`config.mk`:
```
export PLATFORM = sky130hd
export DESIGN_NAME = present_decrypt_core
export DESIGN_NICKNAME = d
export VERILOG_FILES = /design/src/rtl/present_decrypt_core.sv
export SDC_FILE = /design/constraint.sdc
export NUM_CORES = 1
export LEC_CHECK = 0
export ABC_AREA = 1
export CORE_MARGIN = 4
export CORE_UTILIZATION = 37
export CTS_CLUSTER_SIZE = 12
export DETAILED_ROUTE_END_ITERATION = 7
export PLACE_DENSITY_LB_ADDON = 0.05
export SETUP_SLACK_MARGIN = 0.15
export SLEW_MARGIN = 20
export SYNTH_ARGS = -nofsm -noshare
export SYNTH_HDL_FRONTEND = slang
export SYNTH_SLANG_ARGS = --single-unit
```
`constraint.sdc`:
```
create_clock -name clk -period 1.65 [get_ports clk]
set_input_delay 0.33 -clock clk [delete_from_list [all_inputs] [get_ports clk]]
set_output_delay 0.33 -clock clk [all_outputs]
set_load 0.01 [all_outputs]
```
`src/rtl/present_decrypt_core.sv`:
```
// PRESENT-80 decryption core: replays the key schedule forward to K32, then runs 31 inverse rounds.
// Optional key cache (skips the forward replay on a repeated key) enabled by PRESENT_DEC_KEYCACHE_EN.
module present_decrypt_core (
  input  logic        clk,
  input  logic        rst_n,
  input  logic        start_i,
  input  logic [63:0] ciphertext_i,
  input  logic [79:0] key_i,
  output logic        busy_o,
  output logic        done_o,
  output logic [63:0] plaintext_o
);

  typedef enum logic [1:0] {StIdle, StKeyFwd, StDecrypt, StDone} state_e;

  // Nibble x of each table is S(x) / S^-1(x).
  localparam logic [63:0] Sbox    = 64'h21748FE3DA09B65C;
  localparam logic [63:0] SboxInv = 64'hA970364BD21C8FE5;

  state_e      st_q;
  logic [63:0] state_q;
  logic [79:0] key_q;
  logic [4:0]  cnt_q;
  logic [79:0] key_fwd;
  logic [79:0] key_prev;
  logic [63:0] state_dec;

  function automatic logic [79:0] key_update_fwd(input logic [79:0] k, input logic [4:0] rc);
    logic [79:0] r;
    r          = {k[18:0], k[79:19]};
    r[79:76]   = Sbox[{r[79:76], 2'b00} +: 4];
    r[19:15]   = r[19:15] ^ rc;
    return r;
  endfunction

  function automatic logic [79:0] key_update_inv(input logic [79:0] k, input logic [4:0] rc);
    logic [79:0] r;
    r          = k;
    r[19:15]   = r[19:15] ^ rc;
    r[79:76]   = SboxInv[{r[79:76], 2'b00} +: 4];
    return {r[60:0], r[79:61]};
  endfunction

  // Inverse permutation followed by the inverse S-box layer.
  function automatic logic [63:0] dec_layer(input logic [63:0] s);
    logic [63:0] p;
    logic [63:0] o;
    for (int k = 0; k < 63; k++) begin
      p[k] = s[(16 * k) % 63];
    end
    p[63] = s[63];
    for (int n = 0; n < 16; n++) begin
      o[4*n +: 4] = SboxInv[{p[4*n +: 4], 2'b00} +: 4];
    end
    return o;
  endfunction

  always_comb begin
    key_fwd   = key_update_fwd(key_q, cnt_q);
    key_prev  = key_update_inv(key_q, cnt_q);
    state_dec = dec_layer(state_q) ^ key_prev[79:16];
  end

`ifdef PRESENT_DEC_KEYCACHE_EN
  logic [79:0] cached_key_q;
  logic [79:0] cached_k32_q;
  logic        cache_valid_q;
  logic        cache_hit;

  assign cache_hit = cache_valid_q && (key_i == cached_key_q);
`endif

  always_ff @(posedge clk or negedge rst_n) begin
    if (!rst_n) begin
      st_q          <= StIdle;
      state_q       <= '0;
      key_q         <= '0;
      cnt_q         <= '0;
      busy_o        <= 1'b0;
      done_o        <= 1'b0;
      plaintext_o   <= '0;
`ifdef PRESENT_DEC_KEYCACHE_EN
      cached_key_q  <= '0;
      cached_k32_q  <= '0;
      cache_valid_q <= 1'b0;
`endif
    end else begin
      done_o <= 1'b0;
      case (st_q)
        StIdle: begin
          if (start_i) begin
            busy_o <= 1'b1;
`ifdef PRESENT_DEC_KEYCACHE_EN
            if (cache_hit) begin
              key_q   <= cached_k32_q;
              state_q <= ciphertext_i ^ cached_k32_q[79:16];
              cnt_q   <= 5'd31;
              st_q    <= StDecrypt;
            end else begin
              state_q       <= ciphertext_i;
              key_q         <= key_i;
              cnt_q         <= 5'd1;
              st_q          <= StKeyFwd;
              // Captured key is held here but only trusted once K32 is stored.
              cached_key_q  <= key_i;
              cache_valid_q <= 1'b0;
            end
`else
            state_q <= ciphertext_i;
            key_q   <= key_i;
            cnt_q   <= 5'd1;
            st_q    <= StKeyFwd;
`endif
          end
        end
        StKeyFwd: begin
          key_q <= key_fwd;
          if (cnt_q == 5'd31) begin
            state_q <= state_q ^ key_fwd[79:16];
            st_q    <= StDecrypt;
`ifdef PRESENT_DEC_KEYCACHE_EN
            cached_k32_q  <= key_fwd;
            cache_valid_q <= 1'b1;
`endif
          end else begin
            cnt_q <= cnt_q + 5'd1;
          end
        end
        StDecrypt: begin
          state_q <= state_dec;
          key_q   <= key_prev;
          cnt_q   <= cnt_q - 5'd1;
          if (cnt_q == 5'd1) begin
            st_q        <= StDone;
            busy_o      <= 1'b0;
            done_o      <= 1'b1;
            plaintext_o <= state_dec;
          end
        end
        StDone:  st_q <= StIdle;
        default: st_q <= StIdle;
      endcase
    end
  end

endmodule

```
## After elaboration in Yosys (flattened, before gate mapping)

Cells that the tools add are included.

| storage, ports and cells | value |
|---|---|
| register bits after elaboration | 217 |
| latch bits | 0 |
| bits in writable memories | 0 |
| memory bits (read-only) | 0 |
| input port bits | 147 |
| output and inout bits | 66 |
| word-level logic and storage cells | 66 |
| memories | 0 |

| operators by class | value |
|---|---|
| add/subtract/negate cells | 2 |
| $mul | 0 |
| divide/modulo/power cells | 0 |
| $lt $le $gt $ge | 0 |
| equality and inequality tests | 9 |
| shift operators | 18 |
| multiplexer cells | 17 |
| bitwise gates (word level) | 4 |
| reduce and logical (&&, ||, !) cells | 9 |

Operators with widths:

| cell | number |
|---|---|
| $shiftx A64 B7 Y4 const A | 18 |
| $pmux W80 S3 | 1 |
| $pmux W64 S3 | 1 |
| $mux W64 | 2 |
| $xor A64 B64 Y64 | 2 |
| $mux W80 | 1 |
| $pmux W5 S3 | 1 |
| $reduce_and A3 Y1 | 4 |
| $mux W5 | 2 |
| $xor A5 B5 Y5 | 2 |
| $ne A2 B2 Y1 const B | 4 |
| $pmux W2 S4 | 1 |
| $mux W2 | 3 |
| $add A5 B1 Y5 const B | 1 |
| $eq A5 B1 Y1 const B | 1 |
| $eq A5 B5 Y1 const B | 1 |
| $sub A5 B1 Y5 const B | 1 |
| $eq A2 B2 Y1 const B | 2 |
| $mux W1 | 4 |
| $reduce_and A2 Y1 | 2 |
| $reduce_bool A3 Y1 | 1 |
| $eq A2 B1 Y1 const B | 1 |
| $logic_not A2 Y1 | 1 |
| $pmux W1 S2 | 1 |
| $reduce_bool A2 Y1 | 1 |

## Longest topological paths before layout

Gate-level depths: netlist of the first run.

| logic depth | value |
|---|---|
| word-level depth | 4 |
| gate-level depth with buffers | 13 |
| mapped depth without buffers | 13 |

## Worst setup path before layout of the first run

Ideal clock, no wire load.

| path | value |
|---|---|
| path kind | reg2reg |
| start point | register cnt_q[0] |
| end point | register state_q[26] |
| setup time | 123 ps |
| data arrival time | 1,554 ps |
| data required time | 1,527 ps |
| slack | -27 ps |
| stages on the path, launching flop included | 12 |
| path buffers | 1 |
| period minus slack after synthesis | 1,677 ps |
| path through | dfrtp_1 ha_1 nand2_1 nor2_1 ha_1 nor2_2 nor2_4 inv_4 buf_2 nor2_1 o21ai_0 nand2_1 |

| on the way | value |
|---|---|
| cells in the longest elaborated chain, start to end | 3 |

Ends and longest elaborated chain:

| element | RTL line | text |
|---|---|---|
| from (decl) | 23 | `logic [4:0] cnt_q;` |
| from (signal assigned) | 126 | `cnt_q <= cnt_q + 5'd1;` |
| from (signal assigned) | 132 | `cnt_q <= cnt_q - 5'd1;` |
| $eq A5 B5 Y1 | 118 | `if (cnt_q == 5'd31) begin` |
| $ne A2 B2 Y1 (no source line) | -- |  |
| $reduce_and A3 Y1 (no source line) | -- |  |
| to (signal assigned) | 109 | `state_q <= ciphertext_i;` |
| to (signal assigned) | 119 | `state_q <= state_q ^ key_fwd[79:16];` |
| to (signal assigned) | 130 | `state_q <= state_dec;` |
| to (decl) | 21 | `logic [63:0] state_q;` |

Every way passes these cells.
A chain may end at the register's enable or synchronous reset.

## Final worst setup path of the first run

| path | value |
|---|---|
| start point | register st_q[0] |
| end point | register key_q[22] |

| on the way | value |
|---|---|
| cells in the longest elaborated chain, start to end | 3 |
| elaborated cells between the ends (all ways) | 7 |
| classes of those cells | eq/ne (3); mux (1); reduce/logical (3) |

Ends and longest elaborated chain:

| element | RTL line | text |
|---|---|---|
| from (decl) | 20 | `state_e st_q;` |
| from (signal assigned) | 75 | `st_q <= StIdle;` |
| from (signal assigned) | 112 | `st_q <= StKeyFwd;` |
| from (signal assigned) | 120 | `st_q <= StDecrypt;` |
| $eq A2 B2 Y1, or another cell as far along | 89 | `case (st_q)` |
| $reduce_bool A3 Y1 (no source line) or $ne A2 B2 Y1 (tied branches) | -- |  |
| $reduce_and A2 Y1 (no source line) | -- |  |
| to (signal assigned) | 110 | `key_q <= key_i;` |
| to (signal assigned) | 117 | `key_q <= key_fwd;` |
| to (signal assigned) | 131 | `key_q <= key_prev;` |
| to (decl) | 22 | `logic [79:0] key_q;` |

Parallel ways exist; a longest one is shown, timed or not.

==> results of run 1 <==
-- layer usage --
| layer | global-route usage [%] | vias up | part of all wire, % |
|---|---|---|---|
| met5 | 0 | - | 0 |
| met4 | 15.4 | 0 | 6.7 |
| met3 | 6.34 | 289 | 9.8 |
| met2 | 53.0 | 1148 | 43 |
| met1 | 47.1 | 9607 | 40 |
| li1 | - | 9268 | - |
-- layout make-up --
type	count	area, sq um
Tap cell	585	732
Clock buffer	34	817
Timing Repair Buffer	706	7640
Inverter	260	1070
Multi-Input combinational cell	1839	11600
Timing Repair inverter	3	66.3
Sequential cell	217	5430
Clock inverter	22	253
Fill cell	3868	16000
-- cells by family after synthesis --
kind of cell               after synthesis  share of synthesized area, %
adders and majority gates              119                          9.05
xor gates and xnor gates                17                         0.905
buffers and inverters                  384                          9.99
DFF                                    217                          33.0
AOI/OAI and AO/OA                      428                          15.4
and+or+nand+nor                       1275                          31.6
-- timing repair --
action                                  4_1_cts  5_1_grt
cloned                                       39       19
hold buffers                                  1        0
resized for setup                           617      286
setup buffers                                53       22
endpoints found under the hold margin       217        0
endpoints found under the setup margin      282      218
pin swaps                                    52       74
-- cell usage after synthesis (2+ instances only) --
cell type and number:
inv_4 2, or2_2 6, a22oi_1 2, xnor2_1 13
a221oi_1 66, o22ai_1 68, nor2_4 3, a21oi_1 65
o31ai_1 3, nand3_1 267, o21ai_0 191, o211ai_1 16
a31oi_1 3, or2_1 2, clkbuf_1 30, nand2_1 811
inv_2 7, nor2_1 179, buf_2 76, o21ai_1 12
xor2_1 4, dfrtp_1 217, buf_4 7, inv_1 251
nor2_2 2, ha_1 119, buf_6 10, nand3b_1 2
-- worst max path at each step --
stage | startpoint | endpoint | slack [ns]
2_1_floorplan | cnt_q[0] | state_q[54] | 0.08
3_3_place_gp | start_i | state_q[10] | -0.44
3_5_place_dp | start_i | state_q[10] | -0.39
4_1_cts | cnt_q[1] | state_q[6] | -0.20
5_1_grt | st_q[0] | key_q[22] | -0.33
6_report | st_q[0] | key_q[22] | -0.33
-- flip-flops by register name, indices dropped and copies added (netlist names) --
| register | flops |
|---|---|
| st_q | 2 |
| state_q | 64 |
| key_q | 80 |
| busy_o | 1 |
| plaintext_o | 64 |
| cnt_q | 5 |
| done_o | 1 |
-- metrics by stage --
stage	instances	hold slack (ns)	util, %	setup TNS (ns)
3_5_place_dp	3476	0.142	50.8	-24.71
5_1_grt	3666	0.159	63.3	-45.64
4_1_cts	3625	0.130	59.2	-18.42
6_report	3666	0.150	63.3	-36.75
2_1_floorplan	2440	0.0344	-	0
3_3_place_gp	3476	0.143	50.8	-20.71
==> impl_metrics.yaml, run 1 <==
status:
  outcome: "complete, but fails checks"
  failed_checks: "setup timing"
setup_path:
  path_depth: 9
  cp_top_family: "buffers and inverters"
  arrival_ns: 2.45
  regToRegStartpoint: "st_q[0]"
  worstPathMaxFanout: 8
  worst-path-buf-inv: 6
  critPathKind: "reg2reg"
  r2r_cells: 9
  startpoint_type: "flop"
  crit_path_cell_trace: "inv_2 -> ha_4 -> buf_6 -> clkinv_8 -> buf_12 -> buf_16 -> a221oi_2 -> buf_4 -> o22ai_2"
  critPathMaxStageDelay_ns: 0.42
  r2r_end: "key_q[22]"
  reg2reg_slack_ns: -0.33
  crit_path_end_kind: "flop"
  crit_slowest_cell: "dfrtp_1"
  critPathRequiredTime_ns: 2.12
floorplanning:
  initial_core_util_pct: 37.8
  dieArea_sq_um: 47900
  fp-row-count: 76
  die-width_microns: 219
  die_h_microns: 219
  io-pin-count: 213
  core_area_sq_um: 43600
cts:
  cts_tree: "yes"
  h-tree-depth: 1
  clock_path_buffers: 3
  root_buffer: "clkbuf_16"
  cts.reportedPaths.clkPinSlew_ns: 0.07
  insertion_delay_ns: 0.60
  numCtsBuffers: 30
  numClockSinks: 217
sta:
  timing.final.ws_setup_ns: -0.334
  fmax_mhz: 504
  finalSetupViolations: 216
  hold_viol_final: 0
  skew_ns: 0.0171
  final_max_slew_viol_count: 0
  period_share_pct: 120
  tightest_slew_ns: 0.563
  slew-limit-headroom_pct: 62.4
  rsz0062_at_grt: "yes"
  period_minus_slack_ns: 1.98
detailed_routing:
  drc: 0
  wl_per_cell_microns: 24.4
  dr.pass1.iters: 5
  via_per_inst: 5.54
  ant_nets: 0
  drt-initial-drc-count: 2299
  num_vias: 20312
  routed_wl_microns: 89300
synthesis:
  ys_top_cells_by_area: "dfrtp_1, nand2_1, ha_1"
  syn_nets: 2706
  synth_top_area_share_pct: 33.0
  synth_area_sq_um: 16500
  ys_ff_latch: 217
  ys_seq_area_share_pct: 33.0
  synthCells: 2440
  synth-warning-count: 0
  synthArstFlopShare_pct: 100
  synth_edf_count: 0
  synthFlopType: "dfrtp_1"
  synth.distinct_cells: 34
  avgSynthCellArea_sq_um: 6.74
  yosysTopAreaCell: "dfrtp_1"
run:
  max_cap_violations: 0
final_layout:
  nets: 3323
  drive_above_1_share_pct: 31.8
  mostFrequentLayoutCells: "nand2_1, buf_4, inv_1"
  design_area_sq_um: 27600
  n_antenna_cell: 0
  final_common_cell: "nand2_1"
  area_growth_pct: 67.6
grt:
  grt_pass1_vias: 19104
  grt_overflow: 0
  grt_pass1_wl_microns: 123000
  grt_max_degree: 57
  antenna_found_initial: 0
  grt_use_total_pct: 34.4
placed_design:
  io_buffers: 212
  dp_hpwl_microns: 59500
  place_ws_ns: -0.395
  dpl_cell_area_sq_um: 22100
  place.gp.congestion: 0.973
min_path:
  hold_class: "in2async"
Power of run 1 is left out: the tool's default activity adds up to more than one toggle a clock period on the data nets, which glitch-free logic cannot reach.
==> inputs of run 2 (changes only) <==
- HOLD_SLACK_MARGIN: not set -> 0.08
==> results of run 2 <==
Same layout as run 1: the final DEF is identical, and so are final timing and power.
Power of run 2 is left out for the same reason.
